[src/rtl/muldiv_seq_pkg.sv]
// Shared decode constants, operation and state encodings for the RV32M
// multiply/divide sequencer.
package muldiv_seq_pkg;

  localparam logic [6:0] OPC_REG   = 7'b0110011;
  localparam logic [6:0] F7_MULDIV = 7'b0000001;

  typedef enum logic [2:0] {
    OP_MUL    = 3'b000,
    OP_MULH   = 3'b001,
    OP_MULHSU = 3'b010,
    OP_MULHU  = 3'b011,
    OP_DIV    = 3'b100,
    OP_DIVU   = 3'b101,
    OP_REM    = 3'b110,
    OP_REMU   = 3'b111
  } muldiv_op_e;

  typedef enum logic [1:0] {
    IDLE = 2'd0,
    CALC = 2'd1,
    FIX  = 2'd2,
    DONE = 2'd3
  } muldiv_state_e;

  function automatic logic is_mop(input logic [6:0] opcode, input logic [6:0] funct7);
    return (opcode == OPC_REG) && (funct7 == F7_MULDIV);
  endfunction

  function automatic logic is_mul(input muldiv_op_e op);
    return !op[2];
  endfunction

  // MUL is treated as signed; its low word is identical either way.
  function automatic logic rs1_signed(input muldiv_op_e op);
    return op inside {OP_MUL, OP_MULH, OP_MULHSU, OP_DIV, OP_REM};
  endfunction

  function automatic logic rs2_signed(input muldiv_op_e op);
    return op inside {OP_MUL, OP_MULH, OP_DIV, OP_REM};
  endfunction

endpackage

[src/rtl/muldiv_seq_if.sv]
// Execute-stage bus between the pipeline (master) and the mul/div
// sequencer (slave).
interface muldiv_seq_if #(
  parameter int WIDTH = 32
);
  logic [31:0]      instruction;
  logic             valid;
  logic             flush;
  logic [WIDTH-1:0] rs1_val;
  logic [WIDTH-1:0] rs2_val;
  logic             stall;
  logic             done;
  logic [WIDTH-1:0] result;

  modport master (
    output instruction, valid, flush, rs1_val, rs2_val,
    input  stall, done, result
  );

  modport slave (
    input  instruction, valid, flush, rs1_val, rs2_val,
    output stall, done, result
  );
endinterface

[src/rtl/muldiv_datapath.sv]
// Shared shift-add multiply / restoring divide datapath. Works on operand
// magnitudes; sign correction and word selection happen on the fix strobe.
module muldiv_datapath
  import muldiv_seq_pkg::*;
#(
  parameter int WIDTH = 32
) (
  input  logic             clk,
  input  logic             rst,
  input  logic             load,
  input  logic             step,
  input  logic             fix,
  input  logic             early,
  input  muldiv_op_e       op_in,
  input  logic [WIDTH-1:0] rs1_val,
  input  logic [WIDTH-1:0] rs2_val,
  input  logic [WIDTH-1:0] early_val,
  output logic [WIDTH-1:0] result
);

  muldiv_op_e         op;
  logic               neg1, neg2;
  logic [WIDTH-1:0]   acc;   // product high word / partial remainder
  logic [WIDTH-1:0]   mq;    // multiplier / dividend-then-quotient
  logic [WIDTH-1:0]   opb;   // multiplicand / divisor magnitude

  logic               sign1_in, sign2_in;
  logic [WIDTH-1:0]   mag1_in, mag2_in;
  logic [WIDTH:0]     add_a, add_b, add_out, mul_sum;
  logic [WIDTH-1:0]   acc_step, mq_step;
  logic [2*WIDTH-1:0] prod, prod_fix;
  logic [WIDTH-1:0]   quo_fix, rem_fix, fix_val;

  assign sign1_in = rs1_signed(op_in) && rs1_val[WIDTH-1];
  assign sign2_in = rs2_signed(op_in) && rs2_val[WIDTH-1];
  assign mag1_in  = sign1_in ? -rs1_val : rs1_val;
  assign mag2_in  = sign2_in ? -rs2_val : rs2_val;

  // One WIDTH+1-bit adder serves both the add step and the trial subtract.
  // Because the remainder stays below the divisor, bit WIDTH of the
  // difference is set exactly when the trial subtract goes negative.
  assign add_a   = is_mul(op) ? {1'b0, acc} : {acc, mq[WIDTH-1]};
  assign add_b   = {1'b0, opb};
  assign add_out = is_mul(op) ? (add_a + add_b) : (add_a - add_b);

  // Next accumulator/shift-register values for one iteration.
  always_comb begin
    // NOTE: every variable gets a default before any branch, so no path leaves it unassigned and no latch is inferred.
    acc_step = acc;
    mq_step  = mq;
    mul_sum  = {1'b0, acc};
    if (is_mul(op)) begin
      if (mq[0]) mul_sum = add_out;
      acc_step = mul_sum[WIDTH:1];
      mq_step  = {mul_sum[0], mq[WIDTH-1:1]};
    end else if (!add_out[WIDTH]) begin
      acc_step = add_out[WIDTH-1:0];
      mq_step  = {mq[WIDTH-2:0], 1'b1};
    end else begin
      acc_step = add_a[WIDTH-1:0];
      mq_step  = {mq[WIDTH-2:0], 1'b0};
    end
  end

  // Sign correction. A zero divisor leaves the dividend magnitude in acc,
  // so only the quotient needs forcing to all ones.
  assign prod     = {acc, mq};
  assign prod_fix = (neg1 ^ neg2) ? -prod : prod;
  assign quo_fix  = (opb == '0) ? '1 : ((neg1 ^ neg2) ? -mq : mq);
  assign rem_fix  = neg1 ? -acc : acc;

  // Low or high word of the product, quotient or remainder.
  always_comb begin
    fix_val = rem_fix;
    case (op)
      OP_MUL:                        fix_val = prod_fix[WIDTH-1:0];
      OP_MULH, OP_MULHSU, OP_MULHU:  fix_val = prod_fix[2*WIDTH-1:WIDTH];
      OP_DIV, OP_DIVU:               fix_val = quo_fix;
      default:                       fix_val = rem_fix;
    endcase
  end

  // Operand latch, iteration registers and the result register.
  always_ff @(posedge clk or posedge rst) begin
    // NOTE: all datapath registers are reset, not just result, so the block comes up in a fully known state.
    if (rst) begin
      op     <= OP_MUL;
      neg1   <= 1'b0;
      neg2   <= 1'b0;
      acc    <= '0;
      mq     <= '0;
      opb    <= '0;
      result <= '0;
    end else begin
      // NOTE: non-blocking assignments so every register samples pre-edge values.
      if (load) begin
        op   <= op_in;
        neg1 <= sign1_in;
        neg2 <= sign2_in;
        acc  <= '0;
        if (is_mul(op_in)) begin
          mq  <= mag2_in;
          opb <= mag1_in;
        end else begin
          mq  <= mag1_in;
          opb <= mag2_in;
        end
      end else if (step) begin
        acc <= acc_step;
        mq  <= mq_step;
      end
      if (fix) begin
        result <= fix_val;
      end else if (early) begin
        result <= early_val;
      end
    end
  end

endmodule

[src/rtl/muldiv_seq.sv]
// RV32M multiply/divide sequencer: decodes the execute-stage instruction,
// stalls the pipeline while the iterative datapath runs, then pulses done
// with a registered result.
// Optional: define MULDIV_EARLY_OUT_EN to finish divide-by-zero, signed
// overflow and multiply-by-zero in the accept cycle.
module muldiv_seq
  import muldiv_seq_pkg::*;
#(
  parameter int WIDTH = 32
) (
  input  logic        clk,
  input  logic        rst,
  muldiv_seq_if.slave bus
);

  localparam int              CNT_W     = (WIDTH > 1) ? $clog2(WIDTH) : 1;
  localparam logic [CNT_W-1:0] LAST_STEP = CNT_W'(WIDTH - 1);

  muldiv_state_e    state, next_state;
  logic [CNT_W-1:0] cnt;
  logic [6:0]       opcode, funct7;
  logic [2:0]       funct3;
  muldiv_op_e       op;
  logic             unused_fields;
  logic             start, early, early_load, step, fix, stall_raw;
  logic [WIDTH-1:0] early_val;

  assign opcode        = bus.instruction[6:0];
  assign funct3        = bus.instruction[14:12];
  assign funct7        = bus.instruction[31:25];
  assign unused_fields = ^{bus.instruction[24:15], bus.instruction[11:7]};
  assign op            = muldiv_op_e'(funct3);

  // flush wins over a coincident start.
  assign start = (state == IDLE) && bus.valid && !bus.flush && is_mop(opcode, funct7);

`ifdef MULDIV_EARLY_OUT_EN
  localparam logic [WIDTH-1:0] MIN_NEG = {1'b1, {(WIDTH-1){1'b0}}};

  // Special-case results that need no iteration.
  always_comb begin
    early     = 1'b0;
    early_val = '0;
    if (is_mul(op)) begin
      early = (bus.rs1_val == '0) || (bus.rs2_val == '0);
    end else if (bus.rs2_val == '0) begin
      early     = 1'b1;
      early_val = op[1] ? bus.rs1_val : '1;
    end else if ((op == OP_DIV || op == OP_REM) &&
                 bus.rs1_val == MIN_NEG && bus.rs2_val == '1) begin
      early     = 1'b1;
      early_val = op[1] ? '0 : MIN_NEG;
    end
  end
`else
  assign early     = 1'b0;
  assign early_val = '0;
`endif

  assign early_load = start && early;
  assign step       = (state == CALC) && !bus.flush;
  assign fix        = (state == FIX) && !bus.flush;

  // State register.
  always_ff @(posedge clk or posedge rst) begin
    if (rst) state <= IDLE;
    else     state <= next_state;
  end

  // Iteration counter, cleared on accept.
  always_ff @(posedge clk or posedge rst) begin
    if (rst)                cnt <= '0;
    else if (start)         cnt <= '0;
    else if (state == CALC) cnt <= cnt + CNT_W'(1);
  end

  // Next-state and stall decode.
  always_comb begin
    next_state = state;
    stall_raw  = 1'b0;
    case (state)
      IDLE: begin
        if (start) begin
          stall_raw  = 1'b1;
          next_state = early ? DONE : CALC;
        end
      end
      CALC: begin
        stall_raw = 1'b1;
        if (bus.flush)              next_state = IDLE;
        else if (cnt == LAST_STEP)  next_state = FIX;
      end
      FIX: begin
        stall_raw  = 1'b1;
        next_state = bus.flush ? IDLE : DONE;
      end
      DONE:    next_state = IDLE;
      default: next_state = IDLE;
    endcase
  end

  // Reset must drop stall at once even with an M-op still presented.
  assign bus.stall = stall_raw && !rst;
  assign bus.done  = (state == DONE);

  muldiv_datapath #(.WIDTH(WIDTH)) u_datapath (
    .clk       (clk),
    .rst       (rst),
    .load      (start),
    .step      (step),
    .fix       (fix),
    .early     (early_load),
    .op_in     (op),
    .rs1_val   (bus.rs1_val),
    .rs2_val   (bus.rs2_val),
    .early_val (early_val),
    .result    (bus.result)
  );

endmodule

[src/flat_wrapper.sv]
// flat-port wrapper written by rule: the top's interface ports become plain ports
module muldiv_seq_flat import muldiv_seq_pkg::*;
#(
  parameter int WIDTH = 32
)
  (clk, rst, bus_instruction, bus_valid, bus_flush, bus_rs1_val, bus_rs2_val, bus_stall, bus_done, bus_result);
  muldiv_seq_if #(.WIDTH(WIDTH)) bus_i ();
  input  logic clk;
  input  logic rst;
  input wire logic [$bits(bus_i.instruction)-1:0] bus_instruction;
  input wire logic [$bits(bus_i.valid)-1:0] bus_valid;
  input wire logic [$bits(bus_i.flush)-1:0] bus_flush;
  input wire logic [$bits(bus_i.rs1_val)-1:0] bus_rs1_val;
  input wire logic [$bits(bus_i.rs2_val)-1:0] bus_rs2_val;
  output wire logic [$bits(bus_i.stall)-1:0] bus_stall;
  output wire logic [$bits(bus_i.done)-1:0] bus_done;
  output wire logic [$bits(bus_i.result)-1:0] bus_result;
  assign bus_i.instruction = bus_instruction;
  assign bus_i.valid = bus_valid;
  assign bus_i.flush = bus_flush;
  assign bus_i.rs1_val = bus_rs1_val;
  assign bus_i.rs2_val = bus_rs2_val;
  assign bus_stall = bus_i.stall;
  assign bus_done = bus_i.done;
  assign bus_result = bus_i.result;
  muldiv_seq #(.WIDTH(WIDTH)) u_core (.clk(clk), .rst(rst), .bus(bus_i));
endmodule
[config.mk]
export PLATFORM = sky130hd
export DESIGN_NAME = muldiv_seq_flat
export DESIGN_NICKNAME = d
export VERILOG_FILES = /design/src/rtl/muldiv_seq_pkg.sv /design/src/rtl/muldiv_seq_if.sv /design/src/rtl/muldiv_datapath.sv /design/src/rtl/muldiv_seq.sv /design/src/flat_wrapper.sv
export SDC_FILE = /design/constraint.sdc
export NUM_CORES = 1
export LEC_CHECK = 0
export CORE_MARGIN = 5
export CORE_UTILIZATION = 29
export DETAILED_ROUTE_END_ITERATION = 8
export SLEW_MARGIN = 20
export SYNTH_ARGS = -nofsm -noshare
export SYNTH_HDL_FRONTEND = slang
export SYNTH_SLANG_ARGS = --single-unit
[constraint.sdc]
create_clock -name clk -period 7.04 [get_ports clk]
set_clock_uncertainty 0.05 [all_clocks]
set_input_delay 0.704 -clock clk [delete_from_list [all_inputs] [get_ports clk]]
set_output_delay 0.704 -clock clk [all_outputs]
set_load 0.03 [all_outputs]
* Yosys cells after proc, flatten, opt, wreduce, memory -nomap -nowiden *
Cells that the tools add are included.

storage, ports and cells
  register bits after elaboration = 140
  input port bits = 100
  output and inout port bits = 34
  word-level logic and storage cells = 87

cells by class
  $add $sub $neg = 8
  equality and inequality tests = 17
  muxes and demuxes = 29
  bitwise operators = 1
  reductions and logical operators = 23

operators by type and width
  kind                                            count
  2-to-1 mux 32 bit                               14
  negator 32 bit                                  4
  2-to-1 mux 33 bit                               3
  one-hot mux 32 bit (3 select lines)             1
  2-to-1 mux 64 bit                               1
  negator 64 bit                                  1
  adder 33 x 32 -> 33 bit                         1
  subtractor 33 x 32 -> 33 bit                    1
  zero test 32 bit                                1
  == test 3 bit (second input constant)           4
  2-to-1 mux 5 bit                                2
  == test 3 x 2 -> 1 bit (second input constant)  3
  logical AND 1 bit                               9
  2-to-1 mux 2 bit                                4
  one-hot mux 2 bit (4 select lines)              1
  == test 7 x 1 -> 1 bit (second input constant)  1
  == test 7 x 6 -> 1 bit (second input constant)  1
  == test 3 x 1 -> 1 bit (second input constant)  2
  zero test 3 bit                                 2
  adder 5 x 1 -> 5 bit (second input constant)    1
  == test 5 bit (second input constant)           1
  nonzero test 5 bit                              1
  == test 2 bit (second input constant)           2
  nonzero test 2 bit                              2
  other kinds (12)                                15

* Depth between registers and ports, before layout *
Gate-level depths: netlist of the first run.

  depth in word-level cells = 7
  gate-level depth with buffers = 20
  gate-level depth less buffers = 18

* Modules after synthesis *
Synthesis of the first run repeated with hierarchy kept, for this count alone.

unflattened totals
  cell total of the unflattened synthesis = 1879
  area total of the unflattened synthesis = 14556.5 um2

modules (own cells, without submodules)
  module           times used  cells an instance  area each (um2)  sequential area each (um2)
  muldiv_datapath  1           1817               13960.9          3328.2
  muldiv_seq       1           62                 595.6            175.2

* Worst setup path after synthesis of the first run *
OpenSTA, ideal clock, no wires.

  path kind = reg2reg
  start point = register u_core.u_datapath.op[2]
  end point = register u_core.u_datapath.acc[2]
  library setup time = 0.142 ns
  arrival = 4.385 ns
  required time = 6.848 ns
  slack = 2.463 ns
  cell stages (with the launch flop) = 17
  buffers on the path = 6
  clock period less this slack = 4.577 ns
  cell sequence = dfrtp_1 clkbuf_1 buf_1 clkbuf_1 mux2_2 ha_1 clkbuf_1 nand4_1 nor3_1 nand2_1 o2111ai_1 nand2_1 xor2_1 clkbuf_1 buf_1 mux2i_1 o221ai_1

between the ends
  cells in the longest elaborated chain, start to end = 7
  elaborated cells on any way between the ends = 9
  classes of those cells = 2 x add/sub; 7 x mux

ends and longest elaborated chain
  element                                                                         line                                          RTL
  start, declared                                                                 muldiv_datapath.sv:21                         muldiv_op_e op;
  start signal, assigned                                                          muldiv_datapath.sv:97                         op <= op_in;
  2-to-1 mux 33 bit                                                               muldiv_datapath.sv:42                         assign add_a = is_mul(op) ? {1'b0, acc} : {acc, mq[WIDTH-1]};
  adder 33 x 32 -> 33 bit / subtractor 33 x 32 -> 33 bit (equally long branches)  muldiv_datapath.sv:44                         assign add_out = is_mul(op) ? (add_a + add_b) : (add_a - add_b);
  2-to-1 mux 33 bit                                                               muldiv_datapath.sv:44
  2-to-1 mux 33 bit / 2-to-1 mux 32 bit (equally long branches)                   muldiv_datapath.sv:53, muldiv_datapath.sv:56
  2-to-1 mux 32 bit (*)                                                           muldiv_datapath.sv:52                         if (is_mul(op)) begin
  2-to-1 mux 32 bit (*)                                                           muldiv_datapath.sv:108                        end else if (step) begin
  2-to-1 mux 32 bit (*)                                                           muldiv_datapath.sv:96                         if (load) begin
  end signal, assigned                                                            muldiv_datapath.sv:109                        acc <= acc_step;
  end, declared                                                                   muldiv_datapath.sv:23                         logic [WIDTH-1:0] acc;

Mark *: on every way between the ends. The rest lies on a longest branch, timed or not. The select of a mux whose other input is x is not followed.
A chain may end at the register's enable or synchronous reset.

* Worst setup path after layout of the first run *
  start point = register u_core.u_datapath.opb[10]
  end point = register u_core.u_datapath.acc[11]

between the ends
  cells in the longest elaborated chain, start to end = 6
  elaborated cells on any way between the ends = 8
  classes of those cells = 2 x add/sub; 6 x mux

ends and longest elaborated chain
  element                                                                         line                                          RTL
  start, declared                                                                 muldiv_datapath.sv:25                         logic [WIDTH-1:0] opb;
  start signal, assigned                                                          muldiv_datapath.sv:103                        opb <= mag1_in;
  start signal, assigned                                                          muldiv_datapath.sv:106                        opb <= mag2_in;
  adder 33 x 32 -> 33 bit / subtractor 33 x 32 -> 33 bit (equally long branches)  muldiv_datapath.sv:44
  2-to-1 mux 33 bit (*)                                                           muldiv_datapath.sv:44
  2-to-1 mux 33 bit / 2-to-1 mux 32 bit (equally long branches)                   muldiv_datapath.sv:53, muldiv_datapath.sv:56
  2-to-1 mux 32 bit (*)                                                           muldiv_datapath.sv:52
  2-to-1 mux 32 bit (*)                                                           muldiv_datapath.sv:108
  2-to-1 mux 32 bit (*)                                                           muldiv_datapath.sv:96

Marked as above.

==> results of run 1 <==
[registers in the layout, summed over array words and instances (netlist names)]
name                      count
u_core.u_datapath.acc        32
u_core.u_datapath.opb        32
u_core.cnt                    5
u_core.state                  2
u_core.u_datapath.neg2        1
u_core.u_datapath.op          3
u_core.u_datapath.result     32
u_core.u_datapath.neg1        1
u_core.u_datapath.mq         32
[worst max-delay path by stage]
stage / end / cells after the start
finish: u_core.u_datapath.acc[11] / 17
global route: u_core.u_datapath.acc[11] / 17
CTS: u_core.u_datapath.acc[11] / 17
detailed placement: u_core.u_datapath.acc[11] / 17
global placement: u_core.u_datapath.acc[8] / 18
floorplan: u_core.u_datapath.acc[2] / 16
[cells in the mapped netlist, drive strengths merged, types with 15 or more instances]
library cell / count
o31ai: 34
xor2: 91
dfrtp: 140
ha: 43
xnor2: 120
nand2: 217
nor4: 22
a21oi: 162
nor3: 37
o221ai: 31
mux2: 35
or3: 15
inv: 36
a21o: 17
buf: 22
nand2b: 22
o211ai: 35
mux2i: 78
clkbuf: 139
or4: 17
nor2: 150
nand3: 16
a211oi: 21
a31oi: 22
o21ai: 186
[power by group through the flow]
| stage | registers, mW | clock network (mW) | logic (mW) |
|---|---|---|---|
| after global routing | 1.56 | 0.986 | 2.38 |
| after CTS | 1.52 | 0.953 | 2.16 |
| final | 1.53 | 0.943 | 2.18 |
| after floorplan | 1.33 | 0 | 1.62 |
| after global placement | 1.52 | 0 | 2.12 |
| after detailed placement | 1.53 | 0 | 2.15 |
[layer usage]
layer  vias up  share of wire (%)  routed length, um
met2       509                 44              20700
met3        52                7.9               3733
met5         -                  0                  0
met4         0                1.8                875
li1       6643                  -                  -
met1      6570                 47              22190
[per-stage QoR]
stage	hold WS, ns	cells	cell area, um2	worst slack, ns	utilization, %
floorplan	0.4062	1850	14080	2.463	-
global placement	0.4132	2441	15580	1.862	32.57
detailed placement	0.4158	2441	15580	1.776	32.57
CTS	0.4303	2473	16180	1.770	33.81
global route	0.4525	2473	16180	1.345	33.82
finish	0.4242	2473	16180	1.684	33.82
[worst register-to-register path: cells and delay by family (launching register included)]
kind / cells / cell delay [ns]
XOR/XNOR: 2 / 1.00
multiplexers: 1 / 0.19
buffers and inverters: 1 / 0.32
AO/OA/AOI/OAI: 6 / 1.17
flip-flops: 1 / 0.44
AND/OR/NAND/NOR: 6 / 1.63
adder cells (fa/ha/maj): 1 / 0.40
[area by class of cell]
cell class | instances | area, um2
multi-input combinational | 1513 | 9849
timing repair buffer | 137 | 1323
tap | 615 | 769.5
clock buffer | 18 | 439.2
inverter | 36 | 140.1
clock inverter | 14 | 151.4
fill | 4978 | 31670
sequential | 140 | 3507
[cell families after synthesis]
group	after synthesis	synth area share (%)
AO/OA/AOI/OAI	587	25.86
XOR/XNOR	211	13.13
adder cells (fa/ha/maj)	44	3.964
buffers and inverters	197	5.422
flip-flops	140	24.89
multiplexers	113	8.346
AND/OR/NAND/NOR	558	18.39
==> impl_summary.txt, run 1 <==
----------------------------------------------------
[Timing]
  Highest achievable clock rate ... 0.1867 GHz
  Number of max-slew violations in the final report ... 0
  Transition at the pin with the smallest max-transition slack ... 1.085 ns
  Setup Viol. Count Final ... 0
  Setup repair after global routing missed its margin ... false
  Worst max-slew margin expressed relative to the limit ... 27.64%
  Final hold vios ... 0
  Final critical-path required period ... 5.356 ns
  Final Cycle Share ... 76.08%
  Fin Setup TNS ... 0 ns

[Clocking]
  Root buffer cell ... clkbuf_16
  Hold-fix buffers at CTS ... 0
  Clock tree from TritonCTS ... done
  TritonCTS buffer count ... 17
  Clock sink count ... 140
  Number of H-tree branching levels ... 4
  Maximum count of clock buffers along a single path ... 2
  Clock insertion delay at the later pin of the skew report ... 0.44 ns
  Post-CTS Repair Setup Buffers ... 0
  CTS-repair resized insts ... 0
  Clock-pin slew of the registers on the worst-case setup and hold paths ... 0.07 ns

[Power and ir drop]
  Sequential share of power ... 32.9%
  Combinational share of power ... 46.8%
  Switch share ... 46.62%
  Leak pwr ... 6.350 nW
  Sw power ... 2.168 mW
  Overall power of the completed layout ... 4.651 mW
  Power per standard cell area ... 287.5 nW/um2
  Part of the power in the clock network ... 20.3%
  Maximum resistive drop on vdd ... 0.0001790 V
  Internal power contribution ... 2.483 mW

[Critical path]
  Beginning of the critical path ... u_core.u_datapath.opb[10]
  Path type of the worst setup path ... reg -> reg
  Type of destination of the critical path ... register
  Sort of element at the start of the critical path ... register
  Library cell contributing the largest single delay on the critical path ... xor2_2
  Count of buffering cells on the critical path with inverters included ... 1
  Critical path cell sequence ... or4_1, nor3_2, nand3_1, nor2_1, and2_1, a21oi_1, xnor2_1, ha_1, a21oi_1, o21ai_0, a211oi_1, a21boi_0, nand2_1, xor2_2, buf_4, mux2i_1, o221ai_1
  Cells on worst reg2reg path ... 17
  R2R Path End ... u_core.u_datapath.acc[11]
  Setup slack, reg-to-reg ... 1.68 ns
  Signal arrival time at the worst endpoint ... 5.57 ns
  Worst reg2reg startpoint ... u_core.u_datapath.opb[10]
  Biggest fanout along the worst timing path ... 15
  Worst EP required ... 7.26 ns
  Cell family with most CP delay ... simple AND/OR/NAND/NOR gates
  Peak per-stage delay on the critical path ... 0.84 ns
  Library cell appearing most often on the critical path ... a21oi_1

[Logic synthesis]
  Yosys reg bits ... 140
  Post-synth top area share ... 24.89%
  Cells after Synth ... 1850
  Synth area leaders ... dfrtp_1, xnor2_1, o21ai_0
  Synthesis warning total ... 0
  Count of cell types in the netlist ... 69
  Synth Flop Type ... dfrtp_1
  Mean cell area of the mapped netlist ... 7.609 um2
  Share of synthesized registers carrying an async set or reset ... 100.0%
  Cell area after technology mapping ... 14080 um2
  Proportion of synthesized chip area in sequential cells ... 24.89%
  Count of flip-flops with a built-in enable after synthesis ... 0
  Library cell with the largest summed area after synthesis ... dfrtp_1
  Syn nets ... 1994

[Placement]
  Sum of net half-perimeters after detailed placement ... 36410 um
  Port Buf Inserts ... 118
  Placer's final routability congestion estimate ... 0.9144

[Global routing]
  Residual overflow from global routing ... 0
  Layer carrying the most global-route usage ... met2
  Initial antenna violation count ... 0
  Met2 Track Usage GR ... 26.53%
  Met3 Track Usage GR ... 3.331%
  Largest net degree at the start of global routing ... 107
  Global-route wire length before repair ... 73720 um
  Met1 routing resource usage after global routing ... 24.91%
  Number of global-route vias before repair ... 12775
  GRT Util Overall ... 17.18%

[Detailed routing]
  Antenna viol nets, final ... 0
  Via-per-instance ratio ... 5.570
  Number of iterations in the first detailed-routing pass ... 5
  DRT Wirelength ... 47500 um
  Number of vias in the routed layout ... 13774
  Wirelength per Cell ... 19.21 um
  Initial detailed-routing violation count ... 1191
  Detailed-route DRC error count ... 0

[Outcome]
  Result of the run ... complete, no violations

[Floorplan]
  Overall die area ... 53050 um2
  Width of the chip ... 230.3 um
  Core Region ... 47850 um2
  Effective utilization at floorplan ... 29.42%
  Number of placement rows ... 80
  Height of the chip ... 230.3 um
  Number of placed I/O pins ... 134

[Final layout]
  Net total in the final layout ... 1989
  Area Overhead vs Synth ... 14.93%
  Most common library cell in the layout ignoring fill and taps ... nand2_1
  Commonest cells after routing, fill and taps aside ... nand2_1, o21ai_0, a21oi_1
  Fraction of layout cells with a size suffix above 1 ... 6.028%
  Number of antenna repair diodes ... 0

[Worst hold path]
  Hold path endpoint ... u_core.u_datapath.result[22]
  Worst hold-check path type ... reg -> reg
  HP Start ... u_core.u_datapath.result[22]
  Number of instances on the worst hold path ... 1

[Run]
  MaxCap Viol Count ... 0

----------------------------------------------------
Note: power is estimated with default switching activity, not from simulation.
==> run 2, diff against run 1 <==
==> constraint.sdc (replaced) <==
create_clock -name clk -period 5.15 [get_ports clk]
set_clock_uncertainty 0.05 [all_clocks]
set_input_delay 0.515 -clock clk [delete_from_list [all_inputs] [get_ports clk]]
set_output_delay 0.515 -clock clk [all_outputs]
set_load 0.03 [all_outputs]
==> run 2 against run 1 <==
  * Utilization up 0.24 points
  * Routed wire length about the same
  * Non-clock buffer count up 13
  * Count of clock-buffer cells in the layout down 1
  * Final cell count up 0.53%
  * Maximum frequency up 13%
  * Sequential share of layout area down 0.15 points
  * Highest routed layer unchanged
==> impl_summary.txt, run 2 (synthesis results as in run 1) <==
----------------------------------------------------
[Outcome]
  Result of the run ... complete, no violations

[Floorplan]
  Number of placement rows ... 80 (unchanged)
  Height of the chip ... 230.3 um (unchanged)
  Width of the chip ... 230.3 um (unchanged)
  Effective utilization at floorplan ... 29.42% (unchanged)
  Overall die area ... 53050 um2 (unchanged)
  Core Region ... 47850 um2 (unchanged)
  Number of placed I/O pins ... 134 (unchanged)

[Detailed routing]
  Antenna viol nets, final ... 0 (unchanged)
  DRT Wirelength ... 47530 um (about the same)
  Initial detailed-routing violation count ... 1156 (-2.9%)
  Number of iterations in the first detailed-routing pass ... 6 (+1)
  Wirelength per Cell ... 19.12 um (-0.46%)
  Detailed-route DRC error count ... 0 (unchanged)
  Via-per-instance ratio ... 5.526 (-0.79%)
  Number of vias in the routed layout ... 13737 (-0.27%)

[Timing]
  Transition at the pin with the smallest max-transition slack ... 0.9875 ns (-0.09788 ns)
  Highest achievable clock rate ... 0.2105 GHz (+13%)
  Fin Setup TNS ... 0 ns (unchanged)
  Number of max-slew violations in the final report ... 0 (unchanged)
  Final Cycle Share ... 92.26% (+16 points)
  Worst max-slew margin expressed relative to the limit ... 34.11% (+6.5 points)
  Setup Viol. Count Final ... 0 (unchanged)
  Final critical-path required period ... 4.752 ns (-0.6047 ns)
  Final hold vios ... 0 (unchanged)
  Setup repair after global routing missed its margin ... false

[Placement]
  Port Buf Inserts ... 118 (unchanged)
  Sum of net half-perimeters after detailed placement ... 36880 um (+1.3%)
  Placed instance area ... 15700 um2 (+0.71%)
  Placer's final routability congestion estimate ... 0.9047 (-1.1%)

[Global routing]
  Largest net degree at the start of global routing ... 116 (+8.4%)
  Residual overflow from global routing ... 0 (unchanged)
  Initial antenna violation count ... 0 (unchanged)
  GRT Util Overall ... 17.33% (+0.15 points)
  Global-route wire length before repair ... 74330 um (+0.82%)
  Number of global-route vias before repair ... 12891 (+0.91%)

[Final layout]
  Combined flip-flop and latch cell area ... 3507 um2 (unchanged)
  Fillers ... 5017 (+0.78%)
  Net total in the final layout ... 2002 (+0.65%)
  Fraction of layout cells with a size suffix above 1 ... 6.681% (+0.65 points)
  Multi-input combinational cell area ... 9856 um2 (about the same)
  Number of antenna repair diodes ... 0 (unchanged)
  Commonest cells after routing, fill and taps aside ... nand2_1, o21ai_0, a21oi_1
  Most common library cell in the layout ignoring fill and taps ... nand2_1
  Summed area of non-filler cells in the final layout ... 16300 um2 (+0.72%)
  Area Overhead vs Synth ... 15.76%

[Critical path]
  Worst EP required ... 5.37 ns (-1.89 ns)
  Biggest fanout along the worst timing path ... 8 (-7)
  Type of destination of the critical path ... register
  Path type of the worst setup path ... reg -> reg
  Signal arrival time at the worst endpoint ... 4.97 ns (-0.60 ns)
  Sort of element at the start of the critical path ... register

[Clocking]
  Clock sink count ... 140 (unchanged)
  Clock insertion delay at the later pin of the skew report ... 0.44 ns (about the same)
  TritonCTS buffer count ... 17 (unchanged)
  Number of H-tree branching levels ... 4 (unchanged)
  Clock-pin slew of the registers on the worst-case setup and hold paths ... 0.07 ns (about the same)
  Hold-fix buffers at CTS ... 0 (unchanged)
  Maximum count of clock buffers along a single path ... 2 (unchanged)
  Root buffer cell ... clkbuf_16
  Clock tree from TritonCTS ... done

[Power and ir drop]
  Part of the power in the clock network ... 20.1% (-0.2 points)
  Leak pwr ... 6.431 nW (+1.3%)
  Internal power contribution ... 3.396 mW (+37%)
  Power per standard cell area ... 390.1 nW/um2 (+36%)
  Maximum resistive drop on vdd ... 0.0002412 V (+35%)
  Combinational share of power ... 47.3% (+0.5 points)
  Sw power ... 2.960 mW (+37%)
  Switch share ... 46.57% (-0.049 points)
  Sequential share of power ... 32.6% (-0.3 points)

[Run]
  MaxCap Viol Count ... 0 (unchanged)

[Worst hold path]
  Worst hold-check path type ... reg -> reg

----------------------------------------------------
## run 2: power by group through the flow
stage	logic [mW]	registers, mW	clock network, mW
floorplan	2.21	1.82	0
global placement	2.94	2.06	0
detailed placement	2.98	2.07	0
CTS	2.99	2.05	1.29
global route	3.31	2.12	1.35
finish	3.01	2.07	1.28
## run 2: repair_timing
action | 4_1_cts | 5_1_grt
setup endpoints to repair | 0 | 6
gates resized for setup | 0 | 1
setup buffers | 0 | 0
## run 2: through the flow
stage               setup WS [ns]  std cells  hold slack (ns)  util (%)  power (mW)
finish                     0.3984       2486           0.4289     34.06       6.356
global route              0.06617       2486           0.4433     34.06       6.771
CTS                        0.3872       2486           0.4294     34.05       6.341
detailed placement         0.3916       2454           0.4154     32.80       5.056
global placement           0.4779       2454           0.4121     32.80       5.002
floorplan                  0.5727       1850           0.4062         -       4.035
## run 2: path summary, 6_finish.rpt
kind | start | to | slack, ns | depth (start not counted)
max | u_core.u_datapath.opb[11] | u_core.u_datapath.acc[2] | 0.40 | 18
min | u_core.u_datapath.result[5] | u_core.u_datapath.result[5] | 0.43 | 1
max in group asynchronous | rst | u_core.u_datapath.op[2] | 3.47 | 3
min reg2reg | u_core.u_datapath.result[5] | u_core.u_datapath.result[5] | 0.43 | 1
min in group asynchronous | rst | u_core.u_datapath.result[25] | 0.51 | 2
max reg2reg | u_core.u_datapath.opb[11] | u_core.u_datapath.acc[2] | 0.40 | 18
## run 2: routing by layer
metal | track usage [%] | vias up | wire length (um)
met5 | 0 | - | 0
met4 | 4.315 | 0 | 1017
met3 | 3.096 | 53 | 3051
met2 | 26.26 | 462 | 20670
met1 | 25.50 | 6551 | 22780
li1 | - | 6671 | -
## run 2: worst max-delay path, cell delays in order, from the launching register on
cell and delay [ns]:
dfrtp_1 0.43, or4_1 0.61, nor3_4 0.25, nand3_1 0.16
nor2_1 0.20, and2_1 0.19, a21oi_1 0.09, xnor2_1 0.13
ha_1 0.39, a21oi_1 0.21, o21ai_0 0.14, a211oi_1 0.34
o2111ai_1 0.16, nand2_1 0.21, xor2_2 0.28, buf_4 0.21
buf_4 0.19, mux2i_1 0.20, o221ai_1 0.13
## run 2: final cells by class
type	count	share of cell area (%)
clock buffer	17	2.611
sequential	140	21.52
tap	615	4.722
inverter	36	0.8599
timing repair buffer	150	8.768
multi-input combinational	1513	60.48
clock inverter	15	1.037
